### config.mk
export PLATFORM = sky130hd
export DESIGN_NAME = yv_row_mac
export DESIGN_NICKNAME = d
export VERILOG_FILES = /design/src/rtl/yv_row_mac.sv
export SDC_FILE = /design/constraint.sdc
export NUM_CORES = 2
export LEC_CHECK = 0
export ABC_AREA = 1
export BUFFER_PORTS_ARGS = -buffer_cell sky130_fd_sc_hd__clkbuf_2
export CORE_ASPECT_RATIO = 1.5
export CORE_MARGIN = 3
export CORE_UTILIZATION = 55
export CTS_CLUSTER_SIZE = 16
export DETAILED_ROUTE_END_ITERATION = 10
export HOLD_SLACK_MARGIN = 0.08
export PLACE_DENSITY = 0.78
export SKIP_CTS_REPAIR_TIMING = 1
export SYNTH_ARGS = -nofsm -noshare
export SYNTH_HDL_FRONTEND = slang
export SYNTH_SLANG_ARGS = --single-unit
### constraint.sdc
create_clock -name clock -period 3.24 [get_ports clock]
set_input_delay 0.324 -clock clock [delete_from_list [all_inputs] [get_ports clock]]
set_output_delay 0.324 -clock clock [all_outputs]
set_load 0.05 [all_outputs]
### src/rtl/yv_row_mac.sv
// yv_row_mac: per-row multiply-accumulate stage that sits behind the Y/V
// address-control block. Each beat carries up to two (Y, V) operand pairs;
// products are summed into a row accumulator, and the row-close flag
// pushes {row index, sum, overflow} into a small first-word-fall-through
// result FIFO for the writeback stage.
module yv_row_mac #(
    parameter int DATA_W     = 16,
    parameter int ACC_W      = 40,
    parameter int ROW_W      = 11,
    parameter int ROW_BASE   = 63,
    parameter int FIFO_DEPTH = 4
) (
    input  logic              clock,
    input  logic              reset,
    input  logic              start,
    input  logic              in_valid,
    output logic              in_ready,
    input  logic              lane_a_vld,
    input  logic [DATA_W-1:0] y_a,
    input  logic [DATA_W-1:0] v_a,
    input  logic              lane_b_vld,
    input  logic [DATA_W-1:0] y_b,
    input  logic [DATA_W-1:0] v_b,
    input  logic              row_last,
    output logic              out_valid,
    input  logic              out_ready,
    output logic [ROW_W-1:0]  out_row,
    output logic [ACC_W-1:0]  out_sum,
    output logic              out_ovf
);

    localparam int PROD_W = 2 * DATA_W;
    localparam int PTR_W  = (FIFO_DEPTH > 1) ? $clog2(FIFO_DEPTH) : 1;
    localparam int CNT_W  = PTR_W + 1;

    // Stage-1 registers
    logic                     r_s1Vld;
    logic                     r_s1Last;
    logic signed [PROD_W-1:0] r_prodA;
    logic signed [PROD_W-1:0] r_prodB;

    // Row accumulation state
    logic signed [ACC_W-1:0]  r_acc;
    logic                     r_ovfRow;
    logic [ROW_W-1:0]         r_rowIdx;

    // Result FIFO
    logic [ROW_W-1:0]         r_fifoRow [FIFO_DEPTH];
    logic [ACC_W-1:0]         r_fifoSum [FIFO_DEPTH];
    logic [FIFO_DEPTH-1:0]    r_fifoOvf;
    logic [PTR_W-1:0]         r_wrPtr;
    logic [PTR_W-1:0]         r_rdPtr;
    logic [CNT_W-1:0]         r_count;
    logic                     r_outValid;

    // Combinational helpers
    logic signed [PROD_W-1:0] w_yA, w_vA, w_yB, w_vB;
    logic signed [PROD_W-1:0] w_prodA, w_prodB;
    logic signed [ACC_W-1:0]  w_extA, w_extB, w_add1, w_sum;
    logic                     w_ovf1, w_ovf2, w_ovfRowNext;
    logic                     w_accept, w_push, w_pop;
    logic [CNT_W-1:0]         w_occupancy;

    // Operands are sign-extended to the full product width so the multiply
    // result is the exact signed product.
    assign w_yA    = PROD_W'($signed(y_a));
    assign w_vA    = PROD_W'($signed(v_a));
    assign w_yB    = PROD_W'($signed(y_b));
    assign w_vB    = PROD_W'($signed(v_b));
    assign w_prodA = lane_a_vld ? (w_yA * w_vA) : '0;
    assign w_prodB = lane_b_vld ? (w_yB * w_vB) : '0;

    // start wins over a beat offered in the same cycle; the beat is dropped.
    assign w_accept = in_valid && in_ready && !start;

    // A row-closing beat sitting in stage 1 has a FIFO slot reserved for it,
    // so in_ready only looks at registered state and can never overfill.
    assign w_occupancy = r_count + CNT_W'(r_s1Last);
    assign in_ready    = (w_occupancy < CNT_W'(FIFO_DEPTH));

    // Two chained wrapping adds, each checked for signed overflow.
    assign w_extA = ACC_W'(r_prodA);
    assign w_extB = ACC_W'(r_prodB);
    assign w_add1 = r_acc + w_extA;
    assign w_sum  = w_add1 + w_extB;
    assign w_ovf1 = (r_acc[ACC_W-1] == w_extA[ACC_W-1]) && (w_add1[ACC_W-1] != r_acc[ACC_W-1]);
    assign w_ovf2 = (w_add1[ACC_W-1] == w_extB[ACC_W-1]) && (w_sum[ACC_W-1] != w_add1[ACC_W-1]);
    assign w_ovfRowNext = r_ovfRow | w_ovf1 | w_ovf2;

    assign w_push = r_s1Vld && r_s1Last && !start;
    assign w_pop  = r_outValid && out_ready;

    assign out_valid = r_outValid;
    assign out_row   = r_fifoRow[r_rdPtr];
    assign out_sum   = r_fifoSum[r_rdPtr];
    assign out_ovf   = r_fifoOvf[r_rdPtr];

    // Stage 1: capture lane products and the row-close flag of an accepted beat.
    always_ff @(posedge clock or negedge reset) begin
        if (!reset) begin
            r_s1Vld  <= 1'b0;
            r_s1Last <= 1'b0;
            r_prodA  <= '0;
            r_prodB  <= '0;
        end else begin
            r_s1Vld  <= w_accept;
            r_s1Last <= w_accept && row_last;
            if (w_accept) begin
                r_prodA <= w_prodA;
                r_prodB <= w_prodB;
            end
        end
    end

    // Stage 2: accumulate into the current row, or close it and advance the row index.
    always_ff @(posedge clock or negedge reset) begin
        if (!reset) begin
            r_acc    <= '0;
            r_ovfRow <= 1'b0;
            r_rowIdx <= ROW_W'(ROW_BASE);
        end else if (start) begin
            r_acc    <= '0;
            r_ovfRow <= 1'b0;
            r_rowIdx <= ROW_W'(ROW_BASE);
        end else if (r_s1Vld) begin
            if (r_s1Last) begin
                r_acc    <= '0;
                r_ovfRow <= 1'b0;
                r_rowIdx <= r_rowIdx + ROW_W'(1);
            end else begin
                r_acc    <= w_sum;
                r_ovfRow <= w_ovfRowNext;
            end
        end
    end

    // Result FIFO: a freshly written entry is exposed one edge after its
    // write, while pops take effect immediately; start leaves contents alone.
    always_ff @(posedge clock or negedge reset) begin
        if (!reset) begin
            for (int i = 0; i < FIFO_DEPTH; i++) begin
                r_fifoRow[i] <= '0;
                r_fifoSum[i] <= '0;
            end
            r_fifoOvf  <= '0;
            r_wrPtr    <= '0;
            r_rdPtr    <= '0;
            r_count    <= '0;
            r_outValid <= 1'b0;
        end else begin
            if (w_push) begin
                r_fifoRow[r_wrPtr] <= r_rowIdx;
                r_fifoSum[r_wrPtr] <= w_sum;
                r_fifoOvf[r_wrPtr] <= w_ovfRowNext;
                r_wrPtr            <= r_wrPtr + PTR_W'(1);
            end
            if (w_pop) begin
                r_rdPtr <= r_rdPtr + PTR_W'(1);
            end
            r_count    <= r_count + CNT_W'(w_push) - CNT_W'(w_pop);
            r_outValid <= ((r_count - CNT_W'(w_pop)) != '0);
        end
    end

endmodule

==> impl_summary.txt <==
----------------------------------------------------
[Outcome]
  Result of the run ... finished with violations
  Violated checks ... setup timing

[Timing]
  Final clock skew ... 12.2 ps
  Share of the clock period used by the worst path after layout ... 159%
  Max Slew Vio Count ... 0
  Max-slew headroom at the worst pin ... 40.1%
  Final worst hold slack ... 73.1 ps
  Final critical path time including I/O delays and setup ... 5140 ps
  Crit path setup slack, layout ... -1900 ps
  Unrepaired setup endpoints after global routing ... yes
  Number of setup violations in the final report ... roughly 230
  Slew at the pin closest to its max-slew limit ... 899 ps
  Maximum clock frequency ... 195 MHz
  Final number of hold-violating endpoints ... 0

[Logic synthesis]
  Total of warnings raised by yosys ... 0
  Synth top area share ... roughly a quarter
  Proportion of register bits with asynchronous set or reset after synthesis ... 100%
  Number of instances in the synthesized netlist ... 5233
  Summed instance area of the synthesized netlist ... 39800 um^2
  Number of enable-type register cells in the synthesized netlist ... 0
  Post-synthesis average cell area ... 7.61 um^2
  Cells taking the most area after synthesis ... fa_1 26%, dfrtp_1 21%, nand2_1 13%
  Commonest cells in the synthesized netlist ... 1372 x nand2_1, 1063 x inv_1, 527 x fa_1
  Post-Syn Nets ... around 6100
  Flop and latch count out of synthesis ... about 330
  Cell with the most instances after synthesis ... nand2_1
  Number of different library cells in the post-synthesis netlist ... 54
  Largest area contributor in the netlist ... fa_1
  Post-synth top flop ... dfrtp_1
  Part of the Yosys area used for sequential elements ... a little over a fifth

[Setup path]
  Top Family by Delay on Critical Path ... adder cells
  Endpoint of the worst register-to-register path ... r_acc[34]
  Path length in cells of the critical path ... 25
  Crit-path max FO ... 4
  Sort of element at the end of the critical path ... flip-flop
  Flop2flop setup slack ... -960 ps
  Crit path capture ... r_prodB[31]
  Origin of the critical flop-to-flop path ... r_acc[19]
  Slowest-stage cell, CP ... fa_1
  Worst path bufs/invs ... 10
  Most frequent cell on the critical path ... fa_1
  Worst Path Class, Setup ... in2reg
  Crit path required time ... about 3700 ps
  Depth of the most critical reg-to-reg path ... 21
  Critical path arrival ... 5610 ps
  Kind of launch point of the worst setup path ... primary input
  Largest stage delay on the critical path ... about 570 ps
  Origin of the worst setup path ... v_b[15]

[Layout]
  # diodes ... 0
  # fillers ... between 5000 and 6000
  Multi-input logic area ... roughly 29000 um^2
  Area of all placed cells without fillers ... 51400 um^2
  Sequential cell area ... roughly 8400 um^2
  Area grow syn2layout ... 29.0%
  Share of layout cells above drive strength 1 ... 26.0%
  Final core utilization ... 71.7%
  Layout net count ... a little under 7000

[Place]
  IO Port Bufs ... 125
  GP Congestion ... 1.03
  Post-detailed-placement cell area ... between 40000 and 50000 um^2
  HPWL after DPL ... 97.2 mm

[Detailed routing]
  Iteration-0 DRC count of the detailed router ... between 2000 and 3000
  Drc violations ... 0
  Drt via density ... around 5.5
  Final routed wire length divided by cell count ... 18.1 um
  Number of search-and-repair iterations in the first detailed-routing pass ... 6
  Routed Antenna Nets ... 0
  Total wire length after detailed routing ... roughly 130 mm
  Number of vias in the routed layout ... about 38000

[Die]
  Std-Cell Rows ... 120
  Area enclosed by the die boundary ... 75800 um^2
  Effective utilization at floorplan ... 55.6%
  Die width ... 226 um
  Top-Level Pins ... 126
  Area inside the core boundary ... about 72000 um^2
  Die outline height ... 336 um

[GRT]
  Via count of the first global-routing pass ... about 40000
  Sum of overflow across all layers after global routing ... 0
  First-pass GRT wire length ... approximately 190 mm
  Pin count of the biggest net entering global routing ... between 100 and 150
  Overall track demand over capacity in global routing ... a little under a third
  Number of antenna violations at the first check in global routing ... 0

[Clock network]
  Latest clock arrival within the worst-skew pair ... approximately 600 ps
  Clock root cell ... clkbuf_16
  Worst-path clk slew ... around 70 ps
  Maximum buffer depth of the clock tree ... 3
  H-tree level count ... 1
  CTS tree ... yes
  CTS Buf Count ... 30
  Total number of clock tree sinks ... ~330

[Worst hold path]
  Worst min-delay path class ... in2reg

[Run]
  Max_cap viols ... 0

----------------------------------------------------
## logic make-up (layout without fill, tap and decap cells)
group / after synthesis / count (layout) / share of synthesized area, %
compound gates: 717 / 717 / 9.99
fa+ha+maj: 777 / 777 / 34.3
xor+xnor: 78 / 78 / 1.71
flops: 334 / 334 / 21.0
buf+inv: 1284 / 2074 / 12.1
simple gates: 2043 / 2043 / 20.8
## worst min-delay path by stage
stage	from	to	slack (ps)	cells past startpoint
finish	out_ready	r_rdPtr[0]	70	4
floorplan	reset	out_valid	30	0
global placement	reset	r_fifoRow[37]	340	1
detailed placement	reset	r_fifoRow[4]	340	1
global route	out_ready	r_rdPtr[1]	130	4
CTS	reset	r_fifoRow[4]	-280	1
## layout make-up
type                       instances  area share [%]
tap                              915            2.23
clock inverter                    14           0.339
timing repair buffer             945            15.0
clock buffer                      40            1.61
multi-input combinational       3615            56.7
inverter                        1075            7.87
sequential                       334            16.3
## worst reg2reg max path, delay by kind of cell, from the launching register on
| kind | cells | cell delay, ps |
|---|---|---|
| compound gates | 4 | 720 |
| xor+xnor | 1 | 190 |
| fa+ha+maj | 2 | 720 |
| buf+inv | 2 | 260 |
| flops | 1 | 450 |
| simple gates | 12 | 1750 |
## layer usage
layer / track usage (%) / wire, um / vias up
li1: - / - / 17500
met1: 35.5 / 44300 / 18600
met2: 59.4 / 66200 / 1576
met3: 2.71 / 6890 / 547
met4: 16.2 / 8390 / 0
met5: 0 / 0 / -
## sequential cells by signal (all words and copies together), names as in the netlist, 3 cells and up
| signal | count |
|---|---|
| r_fifoSum | 160 |
| r_acc | 40 |
| r_count | 3 |
| r_rowIdx | 11 |
| r_fifoRow | 44 |
| r_prodA | 32 |
| r_prodB | 32 |
| r_fifoOvf | 4 |
## stage by stage
step	setup TNS, ps	cells	worst slack (ps)
after floorplan	-77550	5233	-1940
after global placement	-202530	6825	-2350
after detailed placement	-209880	6825	-2570
after CTS	-181800	6879	-1950
after global routing	-216540	6938	-2040
final	-168250	6938	-1900
## cells in the final DEF, fill, tap and decap left out, types with 9 or more instances in the layout
master     synthesis  layout
nand2_1         1372    1276
inv_1           1063     980
buf_4              0     735
fa_1             527     484
dfrtp_1          328     325
nor2_1           336     286
o21ai_0          353     278
nand3_1          202     184
ha_1             250     177
a21oi_1          171     104
buf_6              0      92
inv_2              7      88
nand2_2           14      83
o21ai_1           25      77
clkbuf_2           0      70
ha_4               0      64
a21oi_2            7      62
o22ai_1           52      52
fa_2               0      43
xor2_1            44      42
clkbuf_16          0      34
nor2_2             5      33
xnor2_1           34      33
nand2_4            2      28
nand4_1           28      28
nor2_4             2      24
nand3_2            7      23
buf_12             0      22
o21bai_1          25      21
o21ai_2            6      21
nor3_1            30      18
a31oi_1           20      15
nand3b_1          12      12
a21oi_4            0      12
buf_8              0      12
a21o_1            12      11
nor3_2             2      10
ha_2               0       9
Power is left out: the tool's default activity adds up to more than one toggle a clock period on the data nets, which glitch-free logic cannot reach.
